--- config.mk ---
export PLATFORM = sky130hd
export DESIGN_NAME = cmutex_merge_arb
export DESIGN_NICKNAME = d
export VERILOG_FILES = /design/src/rtl/cmutex_arb_pkg.sv /design/src/rtl/cmutex_merge_arb_rr_pick.sv /design/src/rtl/cmutex_merge_arb.sv
export SDC_FILE = /design/constraint.sdc
export NUM_CORES = 1
export LEC_CHECK = 0
export BUFFER_PORTS_ARGS = -buffer_cell sky130_fd_sc_hd__buf_2
export CORE_ASPECT_RATIO = 1.4
export CORE_MARGIN = 5
export CORE_UTILIZATION = 45
export DETAILED_ROUTE_END_ITERATION = 7
export PLACE_DENSITY_LB_ADDON = 0.3
export SETUP_SLACK_MARGIN = 0.3
export SLEW_MARGIN = 20
export SYNTH_ARGS = -nofsm -noshare
export SYNTH_HDL_FRONTEND = slang
export SYNTH_SLANG_ARGS = --single-unit
--- constraint.sdc ---
create_clock -name clk -period 5.6 [get_ports clk]
set_input_delay 1.12 -clock clk [delete_from_list [all_inputs] [get_ports clk]]
set_output_delay 1.12 -clock clk [all_outputs]
set_load 0.01 [all_outputs]
--- src/rtl/cmutex_arb_pkg.sv ---
// rtl/cmutex_arb_pkg.sv - shared types and helpers for the cmutex merge arbiter
//
// Purpose: FSM state encoding and a constant clog2 used to size the
// round-robin pointer and the timeout counter.
// Ports: none (package).

package cmutex_arb_pkg;

  typedef enum logic [1:0] {
    IDLE    = 2'd0,
    DRIVE   = 2'd1,
    BUSY    = 2'd2,
    RELEASE = 2'd3
  } state_t;

  // Smallest r with 2**r >= value; 0 for value <= 1.
  function automatic int clog2(input int value);
    int r;
    r = 0;
    for (int i = 0; i < 31; i++) begin
      if ((1 << i) < value) r = i + 1;
    end
    return r;
  endfunction

endpackage

--- src/rtl/cmutex_merge_arb_rr_pick.sv ---
// rtl/cmutex_merge_arb_rr_pick.sv - combinational round-robin picker
//
// Purpose: selects the first set pending flag at or after ptr, wrapping
// modulo NUM_REQ.
// Ports:
//   pend  - per-requester pending flags
//   ptr   - round-robin start position (0..NUM_REQ-1)
//   pick  - one-hot selection, zero when nothing is pending
//   valid - at least one flag is pending

module rr_pick #(
  parameter int NUM_REQ = 4,
  parameter int PTR_W   = 2
) (
  input  logic [NUM_REQ-1:0] pend,
  input  logic [PTR_W-1:0]   ptr,
  output logic [NUM_REQ-1:0] pick,
  output logic               valid
);

  // One extra bit so ptr + offset can exceed NUM_REQ-1 before the wrap.
  logic [PTR_W:0] idx;

  always_comb begin
    pick  = '0;
    valid = 1'b0;
    idx   = '0;
    for (int i = 0; i < NUM_REQ; i++) begin
      idx = {1'b0, ptr} + (PTR_W + 1)'(i);
      if (idx >= (PTR_W + 1)'(NUM_REQ)) idx = idx - (PTR_W + 1)'(NUM_REQ);
      if (!valid && pend[idx[PTR_W-1:0]]) begin
        pick[idx[PTR_W-1:0]] = 1'b1;
        valid                = 1'b1;
      end
    end
  end

endmodule

--- src/rtl/cmutex_merge_arb.sv ---
// rtl/cmutex_merge_arb.sv - round-robin arbiter onto one drive/free channel
//
// Purpose: captures each requester's payload at its drive pulse, grants the
// shared channel to one requester at a time in round-robin order, and
// returns a free pulse to that requester when the channel frees (or times out).
// Ports:
//   clk, rst     - clock, synchronous active-low reset
//   i_drive      - per-requester drive pulses
//   o_free       - per-requester free pulses
//   i_data       - flat payloads, requester k at [k*DATA_WIDTH +: DATA_WIDTH]
//   o_driveNext  - shared-channel drive pulse
//   i_freeNext   - shared-channel free pulse
//   o_data       - granted payload, zero when idle
//   o_grant      - one-hot grant, zero when idle
//   o_err        - protocol violation pulse
//   o_timeout    - sticky timeout flag

module cmutex_merge_arb
  import cmutex_arb_pkg::*;
#(
  parameter int NUM_REQ     = 4,
  parameter int DATA_WIDTH  = 128,
  parameter int TIMEOUT_CYC = 1024
) (
  input  logic                          clk,
  input  logic                          rst,
  input  logic [NUM_REQ-1:0]            i_drive,
  output logic [NUM_REQ-1:0]            o_free,
  input  logic [NUM_REQ*DATA_WIDTH-1:0] i_data,
  output logic                          o_driveNext,
  input  logic                          i_freeNext,
  output logic [DATA_WIDTH-1:0]         o_data,
  output logic [NUM_REQ-1:0]            o_grant,
  output logic                          o_err,
  output logic                          o_timeout
);

  localparam int PTR_W = clog2(NUM_REQ);
  localparam int CNT_W = (TIMEOUT_CYC > 1) ? clog2(TIMEOUT_CYC) : 1;
  localparam logic [CNT_W-1:0] CNT_LAST = CNT_W'((TIMEOUT_CYC > 0) ? TIMEOUT_CYC - 1 : 0);

  state_t                state;
  logic [NUM_REQ-1:0]    pend;
  logic [NUM_REQ-1:0]    pend_nxt;
  logic [NUM_REQ-1:0]    cap;
  logic [DATA_WIDTH-1:0] dreg [NUM_REQ];
  logic [PTR_W-1:0]      ptr;
  logic [PTR_W-1:0]      gidx;
  logic [PTR_W-1:0]      pick_idx;
  logic [CNT_W-1:0]      cnt;
  logic [NUM_REQ-1:0]    pick;
  logic                  pick_valid;
  logic                  drv_err;
  logic                  stray_free;

  rr_pick #(
    .NUM_REQ (NUM_REQ),
    .PTR_W   (PTR_W)
  ) u_rr_pick (
    .pend  (pend),
    .ptr   (ptr),
    .pick  (pick),
    .valid (pick_valid)
  );

  always_comb begin
    pick_idx = '0;
    for (int k = 0; k < NUM_REQ; k++) begin
      if (pick[k]) pick_idx = PTR_W'(k);
    end
  end

  // The granted flag is cleared first during RELEASE so a drive from the same
  // requester in that cycle is accepted and re-arms it.
  always_comb begin
    pend_nxt = pend;
    cap      = '0;
    drv_err  = 1'b0;
    if (state == RELEASE) pend_nxt[gidx] = 1'b0;
    for (int k = 0; k < NUM_REQ; k++) begin
      if (i_drive[k]) begin
        if (!pend_nxt[k]) begin
          pend_nxt[k] = 1'b1;
          cap[k]      = 1'b1;
        end else begin
          drv_err = 1'b1;
        end
      end
    end
  end

  assign stray_free = i_freeNext && ((state == IDLE) || (state == RELEASE));

  always_ff @(posedge clk) begin
    if (!rst) begin
      for (int k = 0; k < NUM_REQ; k++) dreg[k] <= '0;
    end else begin
      for (int k = 0; k < NUM_REQ; k++) begin
        if (cap[k]) dreg[k] <= i_data[k*DATA_WIDTH +: DATA_WIDTH];
      end
    end
  end

  always_ff @(posedge clk) begin
    if (!rst) begin
      state       <= IDLE;
      pend        <= '0;
      ptr         <= '0;
      gidx        <= '0;
      cnt         <= '0;
      o_free      <= '0;
      o_driveNext <= 1'b0;
      o_data      <= '0;
      o_grant     <= '0;
      o_err       <= 1'b0;
      o_timeout   <= 1'b0;
    end else begin
      pend        <= pend_nxt;
      o_driveNext <= 1'b0;
      o_free      <= '0;
      o_err       <= drv_err | stray_free;
      case (state)
        IDLE: begin
          if (pick_valid) begin
            state       <= DRIVE;
            o_driveNext <= 1'b1;
            o_grant     <= pick;
            gidx        <= pick_idx;
            o_data      <= dreg[pick_idx];
          end
        end
        DRIVE: begin
          if (i_freeNext) begin
            state  <= RELEASE;
            o_free <= o_grant;
          end else begin
            state <= BUSY;
          end
        end
        BUSY: begin
          if (i_freeNext) begin
            state  <= RELEASE;
            o_free <= o_grant;
          end else if ((TIMEOUT_CYC != 0) && (cnt == CNT_LAST)) begin
            state     <= RELEASE;
            o_free    <= o_grant;
            o_timeout <= 1'b1;
          end else begin
            cnt <= cnt + 1'b1;
          end
        end
        RELEASE: begin
          state   <= IDLE;
          cnt     <= '0;
          ptr     <= (gidx == PTR_W'(NUM_REQ - 1)) ? '0 : gidx + 1'b1;
          o_grant <= '0;
          o_data  <= '0;
        end
        default: state <= IDLE;
      endcase
    end
  end

endmodule

==> out/results.ini <==
[run_status]
status=finished clean

[placement]
pre_cts_slack_ns=1.26
dp_cells=3896
gp_congestion=0.917
placed_area_mm2=0.0354
io_buffers=657
place_hpwl_mm=70.3

[clocking]
clkSinkCount=671
hold_buffers=0
htree_levels=3
cts_buffers=67
cts_tree=built
cts-root-buf=clkbuf_16
cts_buffer_depth=3
clock_latency_ns=0.63
clk_pin_slew_ns=0.07
ctsResizeCount=0
postCtsSetupBuffers=0

[floorplan]
core_area_mm2=0.0699
ioPinCount=658
rows=115
die_area_mm2=0.0756
initial_core_util_pct=45.1
fp.dieW_um=234
die_y_um=323

[power_and_ir_drop]
internal_power_mw=10.2
total_power_mw=15.7
switchingPower_mw=5.47
p_leak_nw=16.6
pwr-share-clk_pct=29.1
p_seq_share_pct=40.2
p_per_area_mw_per_mm2=418
pwr-share-comb_pct=30.7
vdd_drop_max_mv=0.503
swShare_pct=34.8

[grt]
grt_start_max_net_pins=145
use_met3_pct=5.94
use_met2_pct=45.9
antenna_found_initial=32
busiest_layer=met2
grt_pass1_vias=25400
grt.overflow.total=0
grt_pass1_wl_mm=163
grt_usage_pct=28.4
met1_usage_pct=36.2

[setup_path]
worst_setup_path_end_kind=flip-flop
required_ns=6.10
r2r_slack_ns=1.13
crit_arrival_ns=4.97
timing.rr.start=ptr[0]
start_kind=flip-flop
r2r_end=o_data[66]
critPathMaxFanout=72
reg2regPathDepth=9
critical_path_class=flip-flop to flip-flop

[yosys]
synth-main-ff-cell=edfxtp_1
syn_area_per_cell_um2=12.4
yosysMostFrequentCell=and2_1
synth.largest_area_cell=edfxtp_1
syn_inst=2553
ys_top_cells_by_count=and2_1, edfxtp_1, clkbuf_1
synthTopCellsByArea=edfxtp_1, and2_1, dfxtp_1
ys_seq_area_share_pct=58.8
synth-seq-cells=671
synth_area_mm2=0.0315
async_flop_share_pct=0
synth_nets=3089
ys_types=55
synth_warnings=0
synth_edf_count=512
yosysTopAreaCellShare_pct=48.7

[finish]
drive_above_1_share_pct=26.8
fin_cells=4036
final_area_mm2=0.0376
area_delta_synth_final_pct=19.2
final_nets=3565
multi_input_area_mm2=0.0118
fin_util_pct=53.8
regArea_mm2=0.0186
nFillCells=6046

[detailed_routing]
vias=25100
wl_mm=112
drt_iter0_markers=2865
firstDrtPassIters=5
viasPerCell=6.22
ant_nets=0
drc=0
wire_per_inst_um=27.9

[sta]
hold_violations=0
slew_viol_final=0
holdWs_ns=0.472
tightest_slew_ns=1.14
rsz0062_at_grt=false
setup_tns_ns=0
finalCritPeriodShare_pct=79.9
fin_ws_ns=1.13
finClkSkew_ns=0.0272
setup_viol=0
relSlewSlack_pct=24.1
fin_crit_ns=4.47
clock.fmax_ghz=0.224

[min_path]
min_to=o_timeout
holdPathStages=1
min-delay-start=o_timeout
hold_path.class=flip-flop to flip-flop

[flow_run]
maxCapViolCount=0

==> critical path: stages (launching register included) <==
cell	delay (ns)
dfxtp_1	0.66
inv_1	0.20
ha_1	0.42
or3b_1	0.41
a2111o_1	0.49
nand2_1	0.20
a221o_4	0.89
buf_12	0.36
a211oi_1	0.11
o311a_1	0.38
==> power by group through the flow <==
| stage | combinational (mW) | clock (mW) | sequential, mW |
|---|---|---|---|
| 3_5_place_dp | 4.75 | 0 | 6.41 |
| 5_1_grt | 5.11 | 4.82 | 6.36 |
| 6_report | 4.83 | 4.56 | 6.32 |
| 3_3_place_gp | 4.63 | 0 | 6.38 |
| 4_1_cts | 4.77 | 4.62 | 6.31 |
| 2_1_floorplan | 3.07 | 0 | 6.43 |
==> worst max-delay path by stage <==
stage / from / to / slack, ns / depth (start not counted)
2_1_floorplan: rst / dreg[0][0] / 0.43 / 4
3_3_place_gp: ptr[0] / o_data[112] / 1.43 / 9
4_1_cts: ptr[0] / o_data[112] / 1.23 / 9
3_5_place_dp: ptr[0] / o_data[66] / 1.26 / 9
6_report: ptr[0] / o_data[66] / 1.13 / 9
5_1_grt: ptr[0] / o_data[66] / 1.03 / 9
==> cell usage in the layout (no fill, tap or decap), drive strengths merged, types with 7 or more instances in the layout <==
| cell type | instances |
|---|---|
| o31ai | 128 |
| nor2 | 13 |
| a22o | 128 |
| and2 | 525 |
| o21a | 7 |
| nand4 | 128 |
| nor4b | 130 |
| clkbuf | 87 |
| o21ai | 8 |
| clkinv | 24 |
| dfxtp | 159 |
| nor2b | 8 |
| inv | 11 |
| edfxtp | 512 |
| a211oi | 128 |
| xnor2 | 7 |
| diode | 19 |
| ha | 17 |
| a21o | 128 |
| nand2 | 34 |
| buf | 699 |
| o311a | 128 |
==> kinds of logic after synthesis <==
group | synth area share (%)
compound gates | 17.7
xor+xnor | 0.250
fa+ha+maj | 0.674
buf+inv | 4.18
flops | 58.8
mux | 0.512
simple gates | 17.9
==> flip-flops by register name, indices dropped and copies added (netlist names) <==
register and flops:
dreg 512, o_data 128, cnt 10, o_free 4, o_grant 4, pend 4, gidx 2, ptr 2
state 2, o_driveNext 1, o_err 1, o_timeout 1
==> per-layer routing <==
metal / vias up / part of all wire (%)
li1: 10900 / -
met2: 1637 / 48
met3: 292 / 9.7
met5: - / 0.093
met4: 14 / 5.3
met1: 12300 / 37
==> cell type report <==
cell class                      instances  share of cell area, %
Antenna cell                           19                  0.126
Sequential cell                       671                   49.3
Clock inverter                         34                  0.978
Clock buffer                           87                   4.79
Inverter                                7                 0.0698
Timing Repair Buffer                  699                   10.1
Multi-Input combinational cell       1583                   31.5
Tap cell                              936                   3.11
Note: power is estimated with default switching activity, not from simulation.
